`src/rtl/mem_burst_master.sv`:
```
// mem_burst_master: single-client burst master for a word-addressed memory.
// Checks the request window, waits out mem_busy, then streams write or read beats.
module mem_burst_master #(
  parameter logic [31:0] MEM_BASE     = 32'h80020000,
  parameter int unsigned MEM_WORDS    = 1048576,
  parameter int unsigned READ_LATENCY = 2
) (
  input  logic        clock,
  input  logic        reset_n,
  input  logic        req_valid,
  output logic        req_ready,
  input  logic        req_write,
  input  logic [31:0] req_addr,
  input  logic [1:0]  req_size,
  input  logic [31:0] wr_data,
  output logic        wr_data_ready,
  output logic [31:0] rd_data,
  output logic        rd_valid,
  output logic        done,
  output logic        err,
  output logic [31:0] mem_addr,
  output logic [31:0] mem_data_in,
  input  logic [31:0] mem_data_out,
  output logic [1:0]  mem_acc_size,
  output logic        mem_wren,
  input  logic        mem_busy,
  output logic        mem_enable
);

  localparam logic [2:0] S_IDLE  = 3'd0;
  localparam logic [2:0] S_CHECK = 3'd1;
  localparam logic [2:0] S_WAIT  = 3'd2;
  localparam logic [2:0] S_WRITE = 3'd3;
  localparam logic [2:0] S_RWAIT = 3'd4;
  localparam logic [2:0] S_READ  = 3'd5;
  localparam logic [2:0] S_ERR   = 3'd6;

  // One past the last valid byte address, kept 34 bits wide so it never wraps.
  localparam logic [33:0] MEM_END =
    {2'b00, MEM_BASE} + ({2'b00, 32'(MEM_WORDS)} << 2);

  // Count value in READ_WAIT on which the first read word is due next cycle.
  localparam logic [4:0] LAT_TC = 5'(READ_LATENCY - 1);

  logic [2:0]  state_q, state_d;
  logic [31:0] addr_q, addr_d;
  logic [1:0]  size_q, size_d;
  logic        write_q, write_d;
  logic [4:0]  cnt_q, cnt_d;
  logic        done_q, done_d;
  logic        rd_valid_q, rd_valid_d;
  logic [31:0] rd_data_q, rd_data_d;

  logic [4:0]  last_idx;
  logic [33:0] end_addr;
  logic        bad_req;
  logic        cmd_go;
  logic        wren;
  logic        active;

  // Burst code to index of the final beat.
  always_comb begin
    last_idx = 5'd0;
    unique case (size_q)
      2'b00: last_idx = 5'd0;
      2'b01: last_idx = 5'd3;
      2'b10: last_idx = 5'd7;
      2'b11: last_idx = 5'd15;
      default: last_idx = 5'd0;
    endcase
  end

  // Range and alignment test on the captured request.
  always_comb begin
    end_addr = {2'b00, addr_q} + {27'd0, last_idx + 5'd1, 2'b00};
    bad_req  = (addr_q[1:0] != 2'b00)
            || (addr_q < MEM_BASE)
            || (end_addr > MEM_END);
  end

  assign cmd_go = (state_q == S_WAIT) && !mem_busy;

  // Next-state, beat counting and read capture.
  always_comb begin
    state_d    = state_q;
    addr_d     = addr_q;
    size_d     = size_q;
    write_d    = write_q;
    cnt_d      = cnt_q;
    done_d     = 1'b0;
    rd_valid_d = 1'b0;
    rd_data_d  = rd_data_q;
    wren       = 1'b0;
    unique case (state_q)
      S_IDLE: begin
        if (req_valid) begin
          addr_d  = req_addr;
          size_d  = req_size;
          write_d = req_write;
          cnt_d   = 5'd0;
          state_d = S_CHECK;
        end
      end
      S_CHECK: begin
        state_d = bad_req ? S_ERR : S_WAIT;
      end
      S_WAIT: begin
        if (!mem_busy) begin
          if (write_q) begin
            wren    = 1'b1;
            state_d = S_WRITE;
            if (last_idx == 5'd0) done_d = 1'b1;
            else cnt_d = 5'd1;
          end else if (READ_LATENCY < 2) begin
            state_d = S_READ;
            cnt_d   = 5'd0;
          end else begin
            state_d = S_RWAIT;
            cnt_d   = 5'd1;
          end
        end
      end
      S_WRITE: begin
        if (done_q) begin
          state_d = S_IDLE;
        end else begin
          wren = 1'b1;
          if (cnt_q == last_idx) done_d = 1'b1;
          else cnt_d = cnt_q + 5'd1;
        end
      end
      S_RWAIT: begin
        if (cnt_q >= LAT_TC) begin
          state_d = S_READ;
          cnt_d   = 5'd0;
        end else begin
          cnt_d = cnt_q + 5'd1;
        end
      end
      S_READ: begin
        if (done_q) begin
          state_d = S_IDLE;
        end else begin
          rd_valid_d = 1'b1;
          rd_data_d  = mem_data_out;
          if (cnt_q == last_idx) done_d = 1'b1;
          else cnt_d = cnt_q + 5'd1;
        end
      end
      S_ERR: begin
        state_d = S_IDLE;
      end
      default: begin
        state_d = S_IDLE;
      end
    endcase
  end

  // State and datapath registers; reset aborts any burst in flight.
  always_ff @(posedge clock or negedge reset_n) begin
    if (!reset_n) begin
      state_q    <= S_IDLE;
      addr_q     <= '0;
      size_q     <= '0;
      write_q    <= 1'b0;
      cnt_q      <= '0;
      done_q     <= 1'b0;
      rd_valid_q <= 1'b0;
      rd_data_q  <= '0;
    end else begin
      state_q    <= state_d;
      addr_q     <= addr_d;
      size_q     <= size_d;
      write_q    <= write_d;
      cnt_q      <= cnt_d;
      done_q     <= done_d;
      rd_valid_q <= rd_valid_d;
      rd_data_q  <= rd_data_d;
    end
  end

  // Command stays on the bus from the command cycle through the done cycle.
  assign active = cmd_go
               || (state_q == S_WRITE)
               || (state_q == S_RWAIT)
               || (state_q == S_READ);

  assign req_ready     = reset_n && (state_q == S_IDLE);
  assign mem_enable    = reset_n;
  assign mem_wren      = wren;
  assign wr_data_ready = wren;
  assign mem_data_in   = wren ? wr_data : 32'd0;
  assign mem_addr      = active ? addr_q : 32'd0;
  assign mem_acc_size  = active ? size_q : 2'b00;
  assign rd_data       = rd_data_q;
  assign rd_valid      = rd_valid_q;
  assign done          = done_q;
  assign err           = (state_q == S_ERR);

endmodule

```
`config.mk`:
```
export PLATFORM = sky130hd
export DESIGN_NAME = mem_burst_master
export DESIGN_NICKNAME = d
export VERILOG_FILES = /design/src/rtl/mem_burst_master.sv
export SDC_FILE = /design/constraint.sdc
export NUM_CORES = 1
export LEC_CHECK = 0
export BUFFER_PORTS_ARGS = -buffer_cell sky130_fd_sc_hd__clkbuf_2
export CAP_MARGIN = 40
export CORE_ASPECT_RATIO = 0.75
export CORE_UTILIZATION = 43
export DETAILED_ROUTE_END_ITERATION = 6
export GPL_TIMING_DRIVEN = 0
export PLACE_DENSITY = 0.77
export SKIP_LAST_GASP = 1
export SLEW_MARGIN = 20
export SYNTH_ARGS = -nofsm -noshare
export SYNTH_HDL_FRONTEND = slang
export SYNTH_SLANG_ARGS = --single-unit
```
`constraint.sdc`:
```
create_clock -name clock -period 2.5 [get_ports clock]
set_clock_uncertainty 0.05 [all_clocks]
set_input_delay 0.375 -clock clock [delete_from_list [all_inputs] [get_ports clock]]
set_output_delay 0.375 -clock clock [all_outputs]
set_load 0.03 [all_outputs]
```
== Word-level counts from Yosys, hierarchy flattened ==
Cells that the tools add are included.

* $add $sub $neg: 3
* Magnitude comparators: 3
* Eq/ne operators: 17
* Mux-type cells: 30
* Bitwise gates (word level): 1
* Reduce and logical (&&, ||, !) cells: 18

{| class="wikitable"
|+ Operators by type and width
! cell !! count
|-
| $mux W32 || 2
|-
| $pmux W5 S4 || 2
|-
| $mux W5 || 7
|-
| $add A32 B7 Y33 || 1
|-
| $gt A33 B32 Y1 const B || 1
|-
| $lt A32 B32 Y1 const B || 1
|-
| $mux W3 || 6
|-
| $pmux W3 S5 || 1
|-
| $add A5 B1 Y5 const B || 2
|-
| $ne A2 B2 Y1 const B || 5
|-
| $eq A3 B3 Y1 const B || 3
|-
| $mux W1 || 9
|-
| $eq A3 B2 Y1 const B || 2
|-
| $reduce_and A6 Y1 || 1
|-
| $eq A5 B5 Y1 || 1
|-
| $ge A5 B1 Y1 const B || 1
|-
| $logic_not A5 Y1 || 1
|-
| $logic_or A1 B1 Y1 || 5
|-
| $eq A2 B2 Y1 const B || 2
|-
| $pmux W1 S2 || 2
|-
| $reduce_and A2 Y1 || 2
|-
| $reduce_and A4 Y1 || 1
|-
| $reduce_bool A4 Y1 || 1
|-
| $eq A3 B1 Y1 const B || 1
|-
| other kinds (11) || 12
|}

* Flip-flop bits (word level): 77
* Input bits: 103
* Output and inout port bits: 105

== Depth between registers and ports, before layout ==
* Depth in word-level cells: 8
* Gate-level depth with buffers: 12

== Worst setup path before layout ==
Ideal clock, no wire load.

* Path kind: flip-flop to flip-flop
* Start: register size_q[1]
* End: register state_q[2]
* Setup time: 0.132 ns
* Arrival time: 2.447 ns
* Setup slack: -0.129 ns
* Stages on the path, launching flop included: 13
* Buffers on the path: 2
* Cell sequence: dfrtp_1 clkbuf_1 nor2_1 ha_1 ha_1 a211o_1 a21o_2 clkbuf_1 a311oi_1 a21oi_1 o21ai_0 and4_2 o22ai_1

* Cells in the longest elaborated chain, start to end: 8

{| class="wikitable"
|+ RTL lines
! item !! RTL line !! RTL
|-
| from (decl) || 47 || <nowiki>logic [1:0] size_q, size_d;</nowiki>
|-
| from (signal assigned) || 173 || <nowiki>size_q <= size_d;</nowiki>
|-
| $eq A2 B2 Y1 (tied with other cells) || 64 || <nowiki>unique case (size_q)</nowiki>
|-
| $pmux W5 S4 (*) || 64 ||
|-
| $add A5 B1 Y5 (*) || 75 || <nowiki>end_addr = {2'b00, addr_q} + {27'd0, last_idx + 5'd1, 2'b00};</nowiki>
|-
| $add A32 B7 Y33 (*) || 75 ||
|-
| $gt A33 B32 Y1 (*) || 78 || <nowiki>|| (end_addr > MEM_END);</nowiki>
|-
| $logic_or A1 B1 Y1 (*) || 78 ||
|-
| $mux W3 (*) || 105 || <nowiki>state_d = bad_req ? S_ERR : S_WAIT;</nowiki>
|-
| $pmux W3 S5 (*) || 94 || <nowiki>unique case (state_q)</nowiki>
|-
| to (signal assigned) || 171 || <nowiki>state_q <= state_d;</nowiki>
|-
| to (decl) || 45 || <nowiki>logic [2:0] state_q, state_d;</nowiki>
|}

Every way passes the cells marked *; elsewhere a longest branch is shown, timed or not. The select of a mux whose other input is x is not followed.
A chain may end at the register's enable or synchronous reset.

== Worst setup path in the final report ==
Ends and elaborated chain as after synthesis.

==> flow_summary.rst <==
.. list-table::
   :header-rows: 1

   * - Metric
     - Value
   * - Outcome
     - finished with violations
   * - Failing checks
     - setup timing
   * - Nets in the synthesized netlist
     - 578
   * - Synth area leader
     - sky130_fd_sc_hd__dfrtp_1
   * - Max stage delay cell, worst path
     - sky130_fd_sc_hd__dfrtp_1
   * - I/O pin cnt
     - 208
   * - Min setup slack post-route
     - -51.7 ps
   * - Cell depth of the worst min-delay path
     - 3
   * - WHS Endpoint
     - addr_q[24]$_DFFE_PN0P_
   * - Power density over the cells
     - 1200 nW/um^2
   * - Data arrival time of the critical path
     - 2720 ps
   * - DRC violations left
     - 0
   * - Inserted Clock Buffers
     - 9
   * - Async set-or-reset flop fraction in the synthesized netlist
     - 1.00
   * - Via total after detailed routing
     - 4486
   * - First-pass GRT wire length
     - 21.3 mm
   * - Highest ir drop seen on vdd
     - 949 uV
   * - Worst-skew pair later-pin latency
     - 340 ps
   * - Area of the die
     - 11300 um^2
   * - Classification of the worst-slack hold path
     - input pin to register
   * - Commonest cells after routing, fill and taps aside
     - sky130_fd_sc_hd__clkbuf_2, sky130_fd_sc_hd__dfrtp_1, sky130_fd_sc_hd__and2_1
   * - Period utilization
     - 1.02
   * - DIE HEIGHT
     - 92.5 um
   * - Area of all placed cells without fillers
     - 6600 um^2
   * - Worst EP required
     - 2670 ps
   * - Layout cell share with drive strength beyond 1
     - 0.513
   * - Reg2Reg Depth
     - 11
   * - Average wire length per cell after detail routing
     - 16.0 um
   * - Remaining antenna violation count after routing
     - 0
   * - Clock sink total
     - 77
   * - Top cells by area, synth
     - sky130_fd_sc_hd__dfrtp_1, sky130_fd_sc_hd__mux2_2, sky130_fd_sc_hd__and2_1
   * - Die outline width
     - 123 um
   * - Worst Tran Pin Value
     - 596 ps
   * - RSZ-0062 raised after global routing
     - true
   * - Endpoints failing setup
     - 1
   * - Starting Density
     - 0.449
   * - Synthesized instance count
     - 468
   * - Core Area
     - 10500 um^2
   * - Part of the Yosys area used for sequential elements
     - 0.411
   * - Initial antenna violation count
     - 0
   * - Layout overhead on the synthesized area
     - 40.7%
   * - Type of the worst setup path
     - register to register
   * - Largest incremental delay on the critical path
     - 390 ps
   * - HPWL after DPL
     - 10.2 mm
   * - Via count of the first global-routing pass
     - 4273
   * - Post-route minimum period
     - 2550 ps
   * - Normalized max-slew margin
     - 0.603
   * - Yosys warning total
     - 0
   * - Worst setup slack before clock tree synthesis
     - -336 ps
   * - Final core occ
     - 0.632
   * - Beginning of the worst hold path
     - req_addr[24]
   * - Deepest level of the CTS H-tree
     - 3
   * - Top cell type's share of synthesized area
     - 0.411
   * - Detailed-route wire length
     - 13.5 mm
   * - Distinct cell type count of the synthesized netlist
     - 72
   * - Cell Chain, Critical Path
     - buf_8, and2_1, ha_4, o21a_4, a21o_4, buf_4, nand2_4, nor4_2, nor3_2, a2111oi_4, o22ai_2
   * - Flop2flop setup slack
     - -50 ps
   * - Number of hold-slack violations in the final timing report
     - 0
   * - Kind of launch point of the worst setup path
     - register
   * - Number of DRC markers in iteration 0
     - 269
   * - Final Wtd Congestion
     - 0.903
   * - Highest net fanout along the worst path
     - 6
   * - Average instance area after synthesis
     - 10.0 um^2
   * - Clock-pin slew on the worst setup and hold paths
     - 60 ps
   * - TritonCTS clock tree
     - built
   * - Cell Area, Synth
     - 4690 um^2
   * - Vias per std cell
     - 5.33
   * - Count of maximum capacitance violations
     - 0
   * - Global route total overflow
     - 0
   * - Most used flip-flop cell after synthesis
     - sky130_fd_sc_hd__dfrtp_1
   * - Count of input and output buffers
     - 207
   * - Leakage power
     - 3.25 nW
   * - Num rows
     - 32
   * - FF-to-FF End
     - state_q[2]$_DFFE_PN0P_
   * - Flop and latch count out of synthesis
     - 77
   * - Deepest clock path buffer count
     - 2
   * - Post-route worst hold slack
     - 191 ps
   * - Iteration count of the initial detailed-routing pass
     - 4
   * - Count of final max-slew check failures
     - 0
   * - Critical R2R Launch
     - size_q[1]$_DFFE_PN0P_
   * - Total cell area at the placement stage
     - 5950 um^2
   * - Count of flip-flops with a built-in enable after synthesis
     - 0
   * - Most common cell after layout, fill and taps aside
     - sky130_fd_sc_hd__clkbuf_2
   * - Cell chosen for the clock root
     - sky130_fd_sc_hd__clkbuf_16
   * - Final total negative setup slack
     - -51.7 ps
   * - Max Clock Freq
     - 392 MHz
   * - Largest net degree at the start of global routing
     - 56
   * - Antenna cell count
     - 0
   * - Kind of end point of the critical path
     - register
   * - Layout Nets
     - 811
   * - Total global-route track usage
     - 0.242
where the power goes:
group	total (mW)	internal (mW)	leakage (nW)	switching (mW)
sequential	2.43	1.82	0.949	0.610
combinational	4.27	1.76	2.17	2.51
clock	1.24	0.704	0.135	0.538
total	7.94	4.28	3.25	3.66
routing by layer:
metal / global-route usage / vias to the layer above / wire, um
li1: - / 2151 / -
met1: 0.313 / 2117 / 5880
met2: 0.413 / 196 / 6570
met3: 0.0486 / 22 / 860
met4: 0.0600 / 0 / 201
met5: 0 / - / 0
worst max path at each step:
stage	startpoint	endpoint	slack, ps	cells past startpoint
floorplan	size_q[0]$_DFFE_PN0P_	state_q[2]$_DFFE_PN0P_	20	12
global placement	state_q[2]$_DFFE_PN0P_	mem_addr[5]	-390	7
detailed placement	size_q[0]$_DFFE_PN0P_	state_q[2]$_DFFE_PN0P_	-340	12
CTS	size_q[0]$_DFFE_PN0P_	state_q[2]$_DFFE_PN0P_	-20	11
global route	size_q[1]$_DFFE_PN0P_	state_q[2]$_DFFE_PN0P_	-150	12
finish	size_q[1]$_DFFE_PN0P_	state_q[2]$_DFFE_PN0P_	-50	11
critical path: cells and delay by family, from the launching register on:
family	cells	cell delay, ps
AOI/OAI and AO/OA	4	790
and+or+nand+nor	4	640
DFF	1	390
adders and majority gates	1	280
buffers and inverters	2	260
cell usage after synthesis (all sizes together) (4+ instances only):
master  count
nand3      12
nor2b       6
nand2b      4
a31oi       4
dfrtp      77
inv         9
ha          7
xor2        6
and2       70
nor3        9
nor2       21
buf        11
a21o        6
nand4      11
nand2      30
xnor2       6
or3         6
clkbuf     19
mux2       63
o21ai      18
nor4        9
a21oi      14
what timing repair did:
| item | in CTS | in global routing |
|---|---|---|
| endpoints found under the hold margin | 24 | 0 |
| hold buffers | 1 | 0 |
| pin swaps | 14 | 8 |
| endpoints found under the setup margin | 67 | 62 |
| gates resized for setup | 44 | 21 |
| setup buffers | 7 | 7 |
cells by family (layout without fill, tap and decap cells):
family | Yosys count | count (layout) | synth area share
mux | 63 | 63 | 0.151
simple gates | 197 | 197 | 0.251
compound gates | 73 | 73 | 0.107
xor+xnor | 12 | 12 | 0.0224
fa+ha+maj | 7 | 7 | 0.0187
buf+inv | 39 | 277 | 0.0392
flops | 77 | 77 | 0.411
metrics by stage:
stage                     cells  power, mW
after CTS                   835       7.88
after global placement      811       6.21
final                       842       7.94
after global routing        842       8.41
after floorplan             468       5.20
after detailed placement    813       6.36
state kept, by name, indices dropped and copies added, names as in the netlist:
name and cells:
size_q 2, rd_data 32, addr_q 32, cnt_q 5, write_q 1, state_q 3
done 1, rd_valid 1
area by class of cell:
cell class	instances	area, um^2
Fill cell	894	3850
Multi-Input combinational cell	352	2800
Sequential cell	77	1930
Timing Repair Buffer	224	1190
Clock buffer	10	239
Buffer	28	188
Tap cell	136	170
Clock inverter	6	46.3
Inverter	9	33.8
No activity file was read; power rests on OpenSTA's default activity.
